### src/rtl/load_store_unit_pkg.sv
// Shared types and constants for the load/store unit: funct3 access codes
// and the controller state encoding.
package load_store_unit_pkg;

    localparam logic [2:0] LB  = 3'b000;
    localparam logic [2:0] LH  = 3'b001;
    localparam logic [2:0] LW  = 3'b010;
    localparam logic [2:0] LBU = 3'b100;
    localparam logic [2:0] LHU = 3'b101;

    typedef enum logic [1:0] {
        IDLE = 2'd0,
        REQ  = 2'd1,
        RESP = 2'd2,
        ERR  = 2'd3
    } lsu_state_t;

endpackage

### src/rtl/load_store_unit_if.sv
// Word-oriented memory bus between the load/store unit (master) and memory (slave).
interface load_store_unit_if;

    logic        mem_req;
    logic        mem_we;
    logic [31:0] mem_addr;
    logic [3:0]  mem_be;
    logic [31:0] mem_wdata;
    logic [31:0] mem_rdata;
    logic        mem_ack;

    modport master (
        output mem_req, mem_we, mem_addr, mem_be, mem_wdata,
        input  mem_rdata, mem_ack
    );

    modport slave (
        input  mem_req, mem_we, mem_addr, mem_be, mem_wdata,
        output mem_rdata, mem_ack
    );

endinterface

### src/rtl/lsu_align.sv
// Combinational lane logic: legality check, byte enables, store-lane
// replication and load-lane extraction with sign/zero extension.
module lsu_align
    import load_store_unit_pkg::*;
(
    input  logic [2:0]  funct3,
    input  logic        we,
    input  logic [1:0]  addr_lo,
    input  logic [31:0] wdata,
    input  logic [31:0] mem_rdata,
    output logic [3:0]  be,
    output logic [31:0] lane_wdata,
    output logic [31:0] load_data,
    output logic        bad
);

    logic [7:0]  byte_v;
    logic [15:0] half_v;

    assign byte_v = mem_rdata[{addr_lo, 3'b000} +: 8];
    assign half_v = addr_lo[1] ? mem_rdata[31:16] : mem_rdata[15:0];

    always_comb begin
        be         = '0;
        lane_wdata = wdata;
        load_data  = '0;
        bad        = 1'b0;
        case (funct3)
            LB: begin
                be         = we ? (4'b0001 << addr_lo) : '1;
                lane_wdata = {4{wdata[7:0]}};
                load_data  = {{24{byte_v[7]}}, byte_v};
            end
            LH: begin
                bad        = addr_lo[0];
                be         = we ? (addr_lo[1] ? 4'b1100 : 4'b0011) : '1;
                lane_wdata = {2{wdata[15:0]}};
                load_data  = {{16{half_v[15]}}, half_v};
            end
            LW: begin
                bad       = (addr_lo != 2'b00);
                be        = '1;
                load_data = mem_rdata;
            end
            LBU: begin
                bad       = we;
                be        = '1;
                load_data = {24'd0, byte_v};
            end
            LHU: begin
                bad       = we | addr_lo[0];
                be        = '1;
                load_data = {16'd0, half_v};
            end
            default: bad = 1'b1;
        endcase
    end

endmodule

### src/rtl/load_store_unit.sv
// Multicycle load/store unit: accepts one access per start pulse, drives the
// memory bus until ack, then reports done (or done+fault for bad accesses).
module load_store_unit
    import load_store_unit_pkg::*;
(
    input  logic                    clk,
    input  logic                    reset,
    input  logic                    start,
    input  logic                    we,
    input  logic [2:0]              funct3,
    input  logic [31:0]             addr,
    input  logic [31:0]             wdata,
    output logic                    busy,
    output logic                    done,
    output logic [31:0]             rdata,
    output logic                    fault,
    load_store_unit_if.master       mem
);

    lsu_state_t  state_q, state_d;
    logic [2:0]  funct3_q, funct3_d;
    logic        we_q, we_d;
    logic [1:0]  addr_lo_q, addr_lo_d;
    logic [31:0] rdata_q, rdata_d;
    logic        busy_q, busy_d;
    logic        done_q, done_d;
    logic        fault_q, fault_d;
    logic        mem_req_q, mem_req_d;
    logic        mem_we_q, mem_we_d;
    logic [3:0]  mem_be_q, mem_be_d;
    logic [31:0] mem_addr_q, mem_addr_d;
    logic [31:0] mem_wdata_q, mem_wdata_d;

    logic        al_idle;
    logic [2:0]  al_funct3;
    logic        al_we;
    logic [1:0]  al_addr_lo;
    logic [3:0]  al_be;
    logic [31:0] al_wdata;
    logic [31:0] al_load;
    logic        al_bad;

    // The aligner checks the incoming request in IDLE and the latched one afterwards.
    assign al_idle    = (state_q == IDLE);
    assign al_funct3  = al_idle ? funct3    : funct3_q;
    assign al_we      = al_idle ? we        : we_q;
    assign al_addr_lo = al_idle ? addr[1:0] : addr_lo_q;

    lsu_align u_align (
        .funct3     (al_funct3),
        .we         (al_we),
        .addr_lo    (al_addr_lo),
        .wdata      (wdata),
        .mem_rdata  (mem.mem_rdata),
        .be         (al_be),
        .lane_wdata (al_wdata),
        .load_data  (al_load),
        .bad        (al_bad)
    );

    always_comb begin
        state_d     = state_q;
        funct3_d    = funct3_q;
        we_d        = we_q;
        addr_lo_d   = addr_lo_q;
        rdata_d     = rdata_q;
        done_d      = 1'b0;
        fault_d     = 1'b0;
        mem_req_d   = mem_req_q;
        mem_we_d    = mem_we_q;
        mem_be_d    = mem_be_q;
        mem_addr_d  = mem_addr_q;
        mem_wdata_d = mem_wdata_q;
        case (state_q)
            IDLE: begin
                if (start) begin
                    if (al_bad) begin
                        state_d = ERR;
                        done_d  = 1'b1;
                        fault_d = 1'b1;
                    end else begin
                        state_d     = REQ;
                        funct3_d    = funct3;
                        we_d        = we;
                        addr_lo_d   = addr[1:0];
                        mem_req_d   = 1'b1;
                        mem_we_d    = we;
                        mem_be_d    = al_be;
                        mem_addr_d  = {addr[31:2], 2'b00};
                        mem_wdata_d = al_wdata;
                    end
                end
            end
            REQ: begin
                if (mem.mem_ack) begin
                    state_d   = RESP;
                    done_d    = 1'b1;
                    mem_req_d = 1'b0;
                    mem_we_d  = 1'b0;
                    mem_be_d  = '0;
                    if (!we_q) begin
                        rdata_d = al_load;
                    end
                end
            end
            RESP: state_d = IDLE;
            ERR:  state_d = IDLE;
        endcase
        busy_d = (state_d != IDLE);
    end

    always_ff @(posedge clk or posedge reset) begin
        if (reset) begin
            state_q     <= IDLE;
            funct3_q    <= '0;
            we_q        <= 1'b0;
            addr_lo_q   <= '0;
            rdata_q     <= '0;
            busy_q      <= 1'b0;
            done_q      <= 1'b0;
            fault_q     <= 1'b0;
            mem_req_q   <= 1'b0;
            mem_we_q    <= 1'b0;
            mem_be_q    <= '0;
            mem_addr_q  <= '0;
            mem_wdata_q <= '0;
        end else begin
            state_q     <= state_d;
            funct3_q    <= funct3_d;
            we_q        <= we_d;
            addr_lo_q   <= addr_lo_d;
            rdata_q     <= rdata_d;
            busy_q      <= busy_d;
            done_q      <= done_d;
            fault_q     <= fault_d;
            mem_req_q   <= mem_req_d;
            mem_we_q    <= mem_we_d;
            mem_be_q    <= mem_be_d;
            mem_addr_q  <= mem_addr_d;
            mem_wdata_q <= mem_wdata_d;
        end
    end

    assign busy          = busy_q;
    assign done          = done_q;
    assign fault         = fault_q;
    assign rdata         = rdata_q;
    assign mem.mem_req   = mem_req_q;
    assign mem.mem_we    = mem_we_q;
    assign mem.mem_be    = mem_be_q;
    assign mem.mem_addr  = mem_addr_q;
    assign mem.mem_wdata = mem_wdata_q;

endmodule

### src/flat_wrapper.sv
// flat-port wrapper written by rule: the top's interface ports become plain ports
module load_store_unit_flat import load_store_unit_pkg::*;
  (clk, reset, start, we, funct3, addr, wdata, busy, done, rdata, fault, mem_mem_req, mem_mem_we, mem_mem_addr, mem_mem_be, mem_mem_wdata, mem_mem_rdata, mem_mem_ack);
  load_store_unit_if mem_i ();
  input  logic clk;
  input  logic reset;
  input  logic start;
  input  logic we;
  input  logic [2:0] funct3;
  input  logic [31:0] addr;
  input  logic [31:0] wdata;
  output logic busy;
  output logic done;
  output logic [31:0] rdata;
  output logic fault;
  output wire logic [$bits(mem_i.mem_req)-1:0] mem_mem_req;
  output wire logic [$bits(mem_i.mem_we)-1:0] mem_mem_we;
  output wire logic [$bits(mem_i.mem_addr)-1:0] mem_mem_addr;
  output wire logic [$bits(mem_i.mem_be)-1:0] mem_mem_be;
  output wire logic [$bits(mem_i.mem_wdata)-1:0] mem_mem_wdata;
  input wire logic [$bits(mem_i.mem_rdata)-1:0] mem_mem_rdata;
  input wire logic [$bits(mem_i.mem_ack)-1:0] mem_mem_ack;
  assign mem_mem_req = mem_i.mem_req;
  assign mem_mem_we = mem_i.mem_we;
  assign mem_mem_addr = mem_i.mem_addr;
  assign mem_mem_be = mem_i.mem_be;
  assign mem_mem_wdata = mem_i.mem_wdata;
  assign mem_i.mem_rdata = mem_mem_rdata;
  assign mem_i.mem_ack = mem_mem_ack;
  load_store_unit u_core (.clk(clk), .reset(reset), .start(start), .we(we), .funct3(funct3), .addr(addr), .wdata(wdata), .busy(busy), .done(done), .rdata(rdata), .fault(fault), .mem(mem_i));
endmodule
### config.mk
export PLATFORM = sky130hd
export DESIGN_NAME = load_store_unit_flat
export DESIGN_NICKNAME = d
export VERILOG_FILES = /design/src/rtl/load_store_unit_pkg.sv /design/src/rtl/load_store_unit_if.sv /design/src/rtl/lsu_align.sv /design/src/rtl/load_store_unit.sv /design/src/flat_wrapper.sv
export SDC_FILE = /design/constraint.sdc
export NUM_CORES = 1
export LEC_CHECK = 0
export CORE_MARGIN = 1.5
export CORE_UTILIZATION = 44
export DETAILED_ROUTE_END_ITERATION = 10
export PLACE_DENSITY = 0.83
export SETUP_SLACK_MARGIN = 0.02
export SLEW_MARGIN = 20
export SYNTH_ARGS = -nofsm -noshare
export SYNTH_HDL_FRONTEND = slang
export SYNTH_SLANG_ARGS = --single-unit
### constraint.sdc
create_clock -name clk -period 4.3 [get_ports clk]
set_input_delay 0.645 -clock clk [delete_from_list [all_inputs] [get_ports clk]]
set_output_delay 0.645 -clock clk [all_outputs]
set_load 0.02 [all_outputs]
==> impl_metrics.env <==
export IMPL_grt_overflow=0
export IMPL_setup_viol=0
export IMPL_cts_resized=0
export IMPL_final_max_slew_viol_count=0
export IMPL_critical_path_top_delay_family="buffers and inverters"
export IMPL_max_stage_delay_ps=550
export IMPL_min_path_cells=2
export IMPL_drt_initial_drc_count=487
export IMPL_placed_cells=786
export IMPL_track_usage_pct=22.98
export IMPL_finalClockSkew_ps=8.171
export IMPL_crit_type="in -> reg"
export IMPL_fin_tns_setup_ps=0
export IMPL_rr_startpoint="u_core.state_q[0]"
export IMPL_drive_gt1_share_pct=11.15
export IMPL_portBuffers=206
export IMPL_placementRows=40
export IMPL_maxCapViolCount=0
export IMPL_nFillCells=947
export IMPL_max_slew_margin_pct=36.97
export IMPL_placeableCoreArea_mm2=0.01201
export IMPL_cts_made_buffers=9
export IMPL_syn_avg_cell_area_um2=11.95
export IMPL_hold_path_end="u_core.mem.mem_req"
export IMPL_synth_edf_count=0
export IMPL_synth_top_cells_by_count="dfrtp_1 (111), mux2_1 (50), mux2_2 (36), nand2_1 (35), nand3_1 (35)"
export IMPL_synth_area_leaders="dfrtp_1 (51%), mux2_1 (10%), mux2_2 (7.5%)"
export IMPL_min_period_ps=3057
export IMPL_clock_path_buffers=2
export IMPL_wirelength_um=14440
export IMPL_dieArea_mm2=0.01301
export IMPL_ir_drop_v=0.0003954
export IMPL_grt_max_degree=69
export IMPL_final_hold_violation_count=0
export IMPL_tightest_slew_ps=942.5
export IMPL_via_per_inst=5.526
export IMPL_cts_root_buffer="clkbuf_16"
export IMPL_finalNonFillerCells=802
export IMPL_fin_crit_sh_pct=71.10
export IMPL_post_cts_buffers=0
export IMPL_p_switching_mw=2.198
export IMPL_syn_inst=454
export IMPL_synthToLayoutAreaGrowth_pct=44.96
export IMPL_timing_rr_end="u_core.mem.mem_wdata[4]"
export IMPL_die_x_um=114.1
export IMPL_crit_required_ps=4530
export IMPL_gp_congestion=0.9095
export IMPL_ios=209
export IMPL_synth_most_common_cell="dfrtp_1"
export IMPL_syn_area_mm2=0.005426
export IMPL_crit_cells=7
export IMPL_cpMaxStageDelayCell="clkdlybuf4s50_1"
export IMPL_startpoint_type="primary input"
export IMPL_firstDrtPassIters=5
export IMPL_ys_types=49
export IMPL_critPathBufInv=2
export IMPL_hpwlAfterDp_um=10550
export IMPL_wl_per_cell_um=18.00
export IMPL_powerDensity_mw_per_mm2=724.7
export IMPL_cts_hold_buffers=0
export IMPL_yosysSeqAreaShare_pct=51.19
export IMPL_fmax_mhz=327.1
export IMPL_clock_sinks=111
export IMPL_worst_path_max_fanout=42
export IMPL_hold_start="u_core.mem.mem_req"
export IMPL_hp_class="reg -> reg"
export IMPL_path_cells="clkdlybuf4s50_1, nor4_2, a21oi_2, o22ai_2, nand3_4, buf_12, mux2_1"
export IMPL_end_kind="flip-flop"
export IMPL_nets=754
export IMPL_rrSetupSlack_ps=1390
export IMPL_power_leakage_nw=3.370
export IMPL_switching_share_pct=38.55
export IMPL_power_share_clock_pct=15.7
export IMPL_yosys_warnings=0
export IMPL_cts_tree="built"
export IMPL_synth_top_area_share_pct=51.19
export IMPL_rsz0062_at_grt="no"
export IMPL_status="finished clean"
export IMPL_synth_seq_cells=111
export IMPL_grt_pass1_wl_um=23470
export IMPL_grt_pass1_vias=4617
export IMPL_fin_util_pct=65.49
export IMPL_clock_latency_ps=350
export IMPL_clkTransAtPathRegs_ps=70
export IMPL_vias=4432
export IMPL_antenna_found_initial=0
export IMPL_ant_nets=0
export IMPL_diodes=0
export IMPL_synth_top_area_cell="dfrtp_1"
export IMPL_synth_async_reset_ratio_pct=100.0
export IMPL_ys_dominant_reg_cell="dfrtp_1"
export IMPL_drc_errors=0
export IMPL_start_util_pct=45.18
export IMPL_worstPathArrival_ps=3290
export IMPL_seq_power_share_pct=31.8
export IMPL_die_y_um=114.1
export IMPL_intPower_mw=3.503
export IMPL_r2r_cells=6
export IMPL_p_comb_share_pct=52.5
export IMPL_cts_max_level=3
## area by class of cell
cell class / instances / area, um2 / area share, %
Sequential cell: 111 / 2778 / 35.31
Multi-Input combinational cell: 311 / 2439 / 31.00
Timing Repair Buffer: 213 / 2127 / 27.04
Clock buffer: 9 / 225.2 / 2.863
Tap cell: 147 / 183.9 / 2.338
Clock inverter: 7 / 96.34 / 1.225
Inverter: 4 / 17.52 / 0.2227
## worst max-delay path by stage
stage	from	endpoint
2_1_floorplan	reset	u_core.addr_lo_q[0]
3_3_place_gp	funct3[0]	u_core.mem.mem_wdata[27]
3_5_place_dp	funct3[0]	u_core.mem.mem_addr[8]
4_1_cts	funct3[0]	u_core.mem.mem_wdata[4]
5_1_grt	funct3[0]	u_core.mem.mem_wdata[3]
6_report	funct3[0]	u_core.mem.mem_wdata[4]
## state kept, by name (all words and copies together) (netlist names), 2 cells and up
name	count
u_core.mem.mem_addr	30
u_core.state_q	2
u_core.mem.mem_be	4
u_core.mem.mem_wdata	32
u_core.funct3_q	3
u_core.rdata	32
u_core.addr_lo_q	2
## power groups by stage
stage	Clock (mW)	Sequential [mW]	Combinational (mW)
finish	0.896	1.81	2.99
global route	0.967	1.88	3.21
CTS	0.916	1.81	3.02
detailed placement	0	1.82	3.01
global placement	0	1.81	2.94
floorplan	0	2.29	1.30
## tightest hold or removal path, stage by stage, from the launching register on
cell and delay [ps]:
dfrtp_1 350, nand2_1 50, nand2_1 50
## kinds of logic after synthesis
logic type | after synthesis | share of synthesized area (%)
compound gates | 83 | 11.07
simple gates | 108 | 9.639
flops | 111 | 51.19
buf+inv | 33 | 4.219
mux | 118 | 23.82
other cells | 1 | 0.06911
## metrics by stage
stage | hold slack, ps | worst slack [ps] | instance area (um2) | power [mW]
after floorplan | 524.7 | 724.3 | 5430 | 3.592
after global placement | 468.6 | 960.4 | 7545 | 4.748
after detailed placement | 471.4 | 861.3 | 7545 | 4.827
after CTS | 488.4 | 1236 | 7866 | 5.743
after global routing | 517.4 | 1027 | 7866 | 6.056
final | 492.9 | 1243 | 7866 | 5.701
## cell usage in the layout (no fill, tap or decap), types with 2 or more instances in the layout
master	synthesis	layout
clkinv_2	0	2
a21oi_2	2	2
nor2_1	16	15
or2_2	2	2
o2bb2ai_1	7	7
buf_4	3	6
nor3b_1	3	3
o22a_1	7	7
nor3_1	2	2
clkdlybuf4s50_1	0	206
mux2i_1	31	31
nor4_1	3	3
a22oi_1	2	2
a21oi_1	17	17
clkbuf_16	0	9
conb_1	1	2
a211oi_1	2	2
o21ai_0	24	24
nand2_1	35	35
nor4b_1	2	2
and2_1	2	2
clkinv_4	0	2
a31oi_1	5	5
bufinv_16	0	2
a222oi_1	6	6
nand3_1	35	34
dfrtp_1	111	111
mux2_2	36	36
mux2_1	50	50
inv_1	4	3
## per-layer routing
| metal | global-route usage, % | vias to the layer above | share of wire [%] |
|---|---|---|---|
| met5 | 0 | - | 0 |
| met4 | 10.83 | 0 | 3.0 |
| met3 | 5.082 | 35 | 6.7 |
| met2 | 37.59 | 184 | 49 |
| met1 | 29.16 | 2160 | 42 |
| li1 | - | 2053 | - |
Note: power is estimated with default switching activity, not from simulation.
